File: src/rtl/l4_out_ser.sv
// Layer-4 output stage: captures the 64 neuron results from the 16-lane bus,
// streams them one per beat under valid/ready, and reports the frame argmax.
module l4_out_ser #(
    parameter int unsigned DW    = 18,
    parameter int unsigned LANES = 16,
    parameter int unsigned WORDS = 4
) (
    input  logic                     clk,
    input  logic                     rst,
    input  logic                     rdy,
    input  logic [LANES-1:0][DW-1:0] din,
    output logic                     tx_done,
    output logic [DW-1:0]            out_data,
    output logic                     out_vld,
    input  logic                     out_rdy,
    output logic                     out_last,
    output logic [5:0]               max_idx,
    output logic [DW-1:0]            max_val,
    output logic                     max_vld
);
    localparam int unsigned N     = LANES * WORDS;
    localparam int unsigned IDX_W = $clog2(N);
    localparam int unsigned W_W   = $clog2(WORDS);
    localparam int unsigned L_W   = $clog2(LANES);

    typedef enum logic [2:0] {
        S_INIT,
        S_IDLE,
        S_CAP,
        S_STREAM,
        S_DONE,
        S_FLUSH
    } state_t;

    state_t             state_q, state_d;
    logic [W_W-1:0]     w_q, w_d;
    logic [IDX_W-1:0]   idx_q, idx_d;
    logic               rdy_q;
    logic [DW-1:0]      cand_val_q, cand_val_d;
    logic [IDX_W-1:0]   cand_idx_q, cand_idx_d;
    logic [DW-1:0]      mem [N];

    logic               accept;
    logic               beat_gt;
    logic               out_vld_d;
    logic               out_last_d;
    logic [DW-1:0]      out_data_d;
    logic               tx_done_d;
    logic               max_vld_d;

    // Next-state, counters, running argmax and next output values
    always_comb begin
        state_d    = state_q;
        w_d        = w_q;
        idx_d      = idx_q;
        cand_val_d = cand_val_q;
        cand_idx_d = cand_idx_q;
        accept     = out_vld && out_rdy;
        beat_gt    = $signed(out_data) > $signed(cand_val_q);

        unique case (state_q)
            S_INIT: begin
                state_d = rdy ? S_FLUSH : S_IDLE;
            end
            S_IDLE: begin
                if (rdy && !rdy_q) begin
                    state_d = S_CAP;
                    w_d     = '0;
                end
            end
            S_CAP: begin
                w_d = w_q + W_W'(1);
                if (w_q == W_W'(WORDS - 1)) begin
                    state_d = S_STREAM;
                    idx_d   = '0;
                end
            end
            S_STREAM: begin
                if (accept) begin
                    // strict compare so ties keep the lowest index
                    if (idx_q == '0 || beat_gt) begin
                        cand_val_d = out_data;
                        cand_idx_d = idx_q;
                    end
                    idx_d = idx_q + IDX_W'(1);
                    if (idx_q == IDX_W'(N - 1)) begin
                        state_d = S_DONE;
                    end
                end
            end
            S_DONE, S_FLUSH: begin
                state_d = S_IDLE;
            end
            default: begin
                state_d = S_INIT;
            end
        endcase

        out_vld_d  = (state_d == S_STREAM);
        out_data_d = out_vld_d ? mem[idx_d] : '0;
        out_last_d = out_vld_d && (idx_d == IDX_W'(N - 1));
        tx_done_d  = (state_d == S_DONE) || (state_d == S_FLUSH);
        max_vld_d  = (state_d == S_DONE);
    end

    // State, counters and registered outputs
    always_ff @(posedge clk) begin
        if (rst) begin
            state_q    <= S_INIT;
            w_q        <= '0;
            idx_q      <= '0;
            rdy_q      <= 1'b0;
            cand_val_q <= '0;
            cand_idx_q <= '0;
            out_vld    <= 1'b0;
            out_data   <= '0;
            out_last   <= 1'b0;
            tx_done    <= 1'b0;
            max_vld    <= 1'b0;
            max_idx    <= '0;
            max_val    <= '0;
        end else begin
            state_q    <= state_d;
            w_q        <= w_d;
            idx_q      <= idx_d;
            rdy_q      <= rdy;
            cand_val_q <= cand_val_d;
            cand_idx_q <= cand_idx_d;
            out_vld    <= out_vld_d;
            out_data   <= out_data_d;
            out_last   <= out_last_d;
            tx_done    <= tx_done_d;
            max_vld    <= max_vld_d;
            // load on entry to DONE so the result is visible with max_vld
            if (state_d == S_DONE) begin
                max_idx <= 6'(cand_idx_d);
                max_val <= cand_val_d;
            end
        end
    end

    // Frame buffer, intentionally not reset
    always_ff @(posedge clk) begin
        if (state_q == S_CAP) begin
            for (int l = 0; l < LANES; l++) begin
                mem[{w_q, L_W'(l)}] <= din[l];
            end
        end
    end

endmodule
File: config.mk
export PLATFORM = sky130hd
export DESIGN_NAME = l4_out_ser
export DESIGN_NICKNAME = d
export VERILOG_FILES = /design/src/rtl/l4_out_ser.sv
export SDC_FILE = /design/constraint.sdc
export NUM_CORES = 2
export LEC_CHECK = 0
export ABC_AREA = 1
export BUFFER_PORTS_ARGS = -buffer_cell sky130_fd_sc_hd__buf_2
export CAP_MARGIN = 15
export CORE_MARGIN = 5
export CORE_UTILIZATION = 35
export DETAILED_ROUTE_END_ITERATION = 10
export PLACE_DENSITY = 0.62
export SLEW_MARGIN = 20
export SYNTH_ARGS = -nofsm -noshare
export SYNTH_HDL_FRONTEND = slang
export SYNTH_SLANG_ARGS = --single-unit
File: constraint.sdc
create_clock -name clk -period 12.7 [get_ports clk]
set_input_delay 1.905 -clock clk [delete_from_list [all_inputs] [get_ports clk]]
set_output_delay 1.905 -clock clk [all_outputs]
set_load 0.01 [all_outputs]
==> metrics <==
All-Layer GR Usage 21.1%; Post-DP Area 56700 um^2; Antenna Nets Post-Route 0; port bufs 337; Cell variety after synth 30; first-pass GRT wire length 248 mm; vias in the first global route 34959; hold worst-path end cand_idx_q[2]; Row Count 143; WL final 175 mm; Tcrit/Tclk final 45.3%; sequential share of the synthesized area 67.6%; core area 152000 um^2; final instance area 60900 um^2; Leak 22.9 nW; syn avg cell area 11.2 um^2; Synth area leader edfxtp_1; DP HPWL 117 mm; WL per Instance 24.5 um; drt pass-1 iters 9; setup TNS 0 ns; via density per instance 5.18; GPL Wtd Cong 0.919; maximum clock path buffer count 3; met2 GRT Util 35.4%; root buffer cell clkbuf_16; Critical Path RT 13.33 ns; Hold Crit Depth 2; Layout Skew 0.0247 ns; max cap viols 0; min-delay src cand_idx_q[2]; Nets 5295; Worst VDD drop 0.133 mV; Critical Setup Path Class input port to register; met3 Usage GRT 7.86%; Synth top area share 64.6%; status finished, final reports clean; HP Class register to register; Synth area leaders edfxtp_1 (65%), nand3_1 (10%), nand2_1 (6.6%); r2r endpoint out_data[1]; routing usage on met1 24.1%; GR Overflow Total 0; Worst Path Max Fanout 99; Hold Vio Cnt, Final 0; Area Growth Syn to Fin 13.7%; Setup Fix Bufs, Post-CTS 0; worst flop-to-flop path startpoint state_q[0]; Worst-Skew Late Latency 0.77 ns; CTS resizes 0; Reg area 36200 um^2; CP endpoint kind register; Worst Reg-to-Reg Cells 13; layout cell share with drive strength beyond 1 11.5%; startpoint types input port; Yosys warning count 0; Die Wd 401 um; net count after synthesis 5091; Crit path arrival time 6.38 ns; antenna violations before repair 146; largest net degree at the start of global routing 213; H-tree lvl count 4; CTS tree yes; area of the multi-input gates 13600 um^2; synthesized area 53600 um^2; initial core utilization 35.2%; cts-stage hold buffer count 0; CTS Buf Count 132; final setup vio count 0; Reg2Reg Setup Slack 7.65 ns; Layout fillers 14556; Clock Pin Slew Worst Setup and Hold Paths 0.06 ns; relative slew slack 14.0%; Seq cells post-synth 1234; fmax 174 MHz; Final min period 5.75 ns; CTS sink count 1234; die height 401 um; PD cells 140 nW/um^2; via count 37103; global route hottest layer met2; initial DRC count 3908; fin. max-slew vios 0; RSZ-0062 raised after global routing no; Top Ports 338; Mapped Cells 4775; Residual DRC 0; Total Die Area 161000 um^2; actual slew at the worst max-slew pin 1.29 ns
## layout by cell type (no fill, tap or decap), drive strengths merged
cell / instances
edfxtp: 1152
nand3: 1088
nand2: 938
inv: 584
nand3b: 450
buf: 386
clkbuf: 173
dfxtp: 82
diode: 56
clkinv: 54
a21oi: 50
nor2: 28
o21a: 24
ha: 24
o211ai: 18
o21ai: 11
nor3: 4
nand4: 4
clkinvlp: 3
bufinv: 3
nor4: 2
a31oi: 2
a21o: 1
o21bai: 1
## routing by layer
metal  vias up  routed length [um]
li1      16982                   -
met1     17945               62000
met2      1704               85900
met3       434               19300
met4        38                7850
met5         -                 239
## per-stage QoR
| stage | hold slack (ns) | worst slack [ns] | instances | util [%] | power (mW) |
|---|---|---|---|---|---|
| global placement | 0.456 | 6.31 | 6873 | 37.3 | 4.93 |
| detailed placement | 0.462 | 6.31 | 6873 | 37.3 | 4.94 |
| CTS | 0.471 | 7.12 | 7110 | 39.9 | 8.56 |
| finish | 0.470 | 6.95 | 7168 | 40.1 | 8.51 |
| floorplan | 0.448 | -0.870 | 4775 | - | 4.80 |
| global route | 0.481 | 6.59 | 7130 | 40.0 | 8.78 |
## registers in the layout (all words and copies together), names as in the netlist
signal	count
mem	1152
cand_val_q	18
max_val	18
out_data	18
cand_idx_q	6
idx_q	6
max_idx	6
state_q	3
w_q	2
max_vld	1
out_last	1
out_vld	1
rdy_q	1
tx_done	1
## critical path: stages
cell     delay (ns)
buf_2          0.12
nand2_1        0.08
nand2_1        0.11
nand3_4        0.60
nand2_8        0.84
buf_4          0.88
buf_4          0.86
nand2_1        0.13
nand3_1        0.11
nand3_1        0.20
nand3_1        0.17
nand3_1        0.09
nand3_1        0.11
a21oi_1        0.07
## final cells by class
cell class | count | share of cell area [%]
sequential | 1234 | 59.5
multi-input combinational | 2645 | 22.3
clock buffer | 173 | 5.74
tap | 2030 | 4.17
inverter | 580 | 3.61
timing repair buffer | 386 | 3.57
clock inverter | 64 | 0.898
antenna | 56 | 0.230
## worst max-delay path by stage
stage          startpoint     endpoint  slack (ns)  cells after the start
4_1_cts           out_rdy  out_data[1]        7.12                     14
2_1_floorplan  state_q[2]    mem[0][0]       -0.87                      5
6_report          out_rdy  out_data[1]        6.95                     14
5_1_grt           out_rdy  out_data[0]        6.59                     14
3_3_place_gp      out_rdy  out_data[0]        6.31                     14
3_5_place_dp      out_rdy  out_data[1]        6.31                     14
## cell families after synthesis
group                    Yosys count  synth area share, %
AO/OA/AOI/OAI                    107                 1.21
adder cells (fa/ha/maj)           24                0.561
buffers and inverters            896                 7.23
flip-flops                      1234                 67.6
AND/OR/NAND/NOR                 2514                 23.4
## cells in the mapped netlist (all sizes together)
| cell type | number |
|---|---|
| a21o | 1 |
| a21oi | 50 |
| a31oi | 2 |
| buf | 244 |
| clkbuf | 72 |
| clkinv | 3 |
| dfxtp | 82 |
| edfxtp | 1152 |
| ha | 24 |
| inv | 577 |
| nand2 | 938 |
| nand3 | 1088 |
| nand3b | 450 |
| nand4 | 4 |
| nor2 | 28 |
| nor3 | 4 |
| nor4 | 2 |
| o211ai | 18 |
| o21a | 24 |
| o21ai | 11 |
| o21bai | 1 |
## report_power, final
| group | total, mW | internal [mW] | switching [mW] | leakage, nW |
|---|---|---|---|---|
| combinational | 0.310 | 0.0926 | 0.218 | 9.92 |
| sequential | 4.55 | 4.52 | 0.0298 | 11.0 |
| clock | 3.65 | 2.03 | 1.63 | 1.97 |
(Power assumes the default switching activity.)
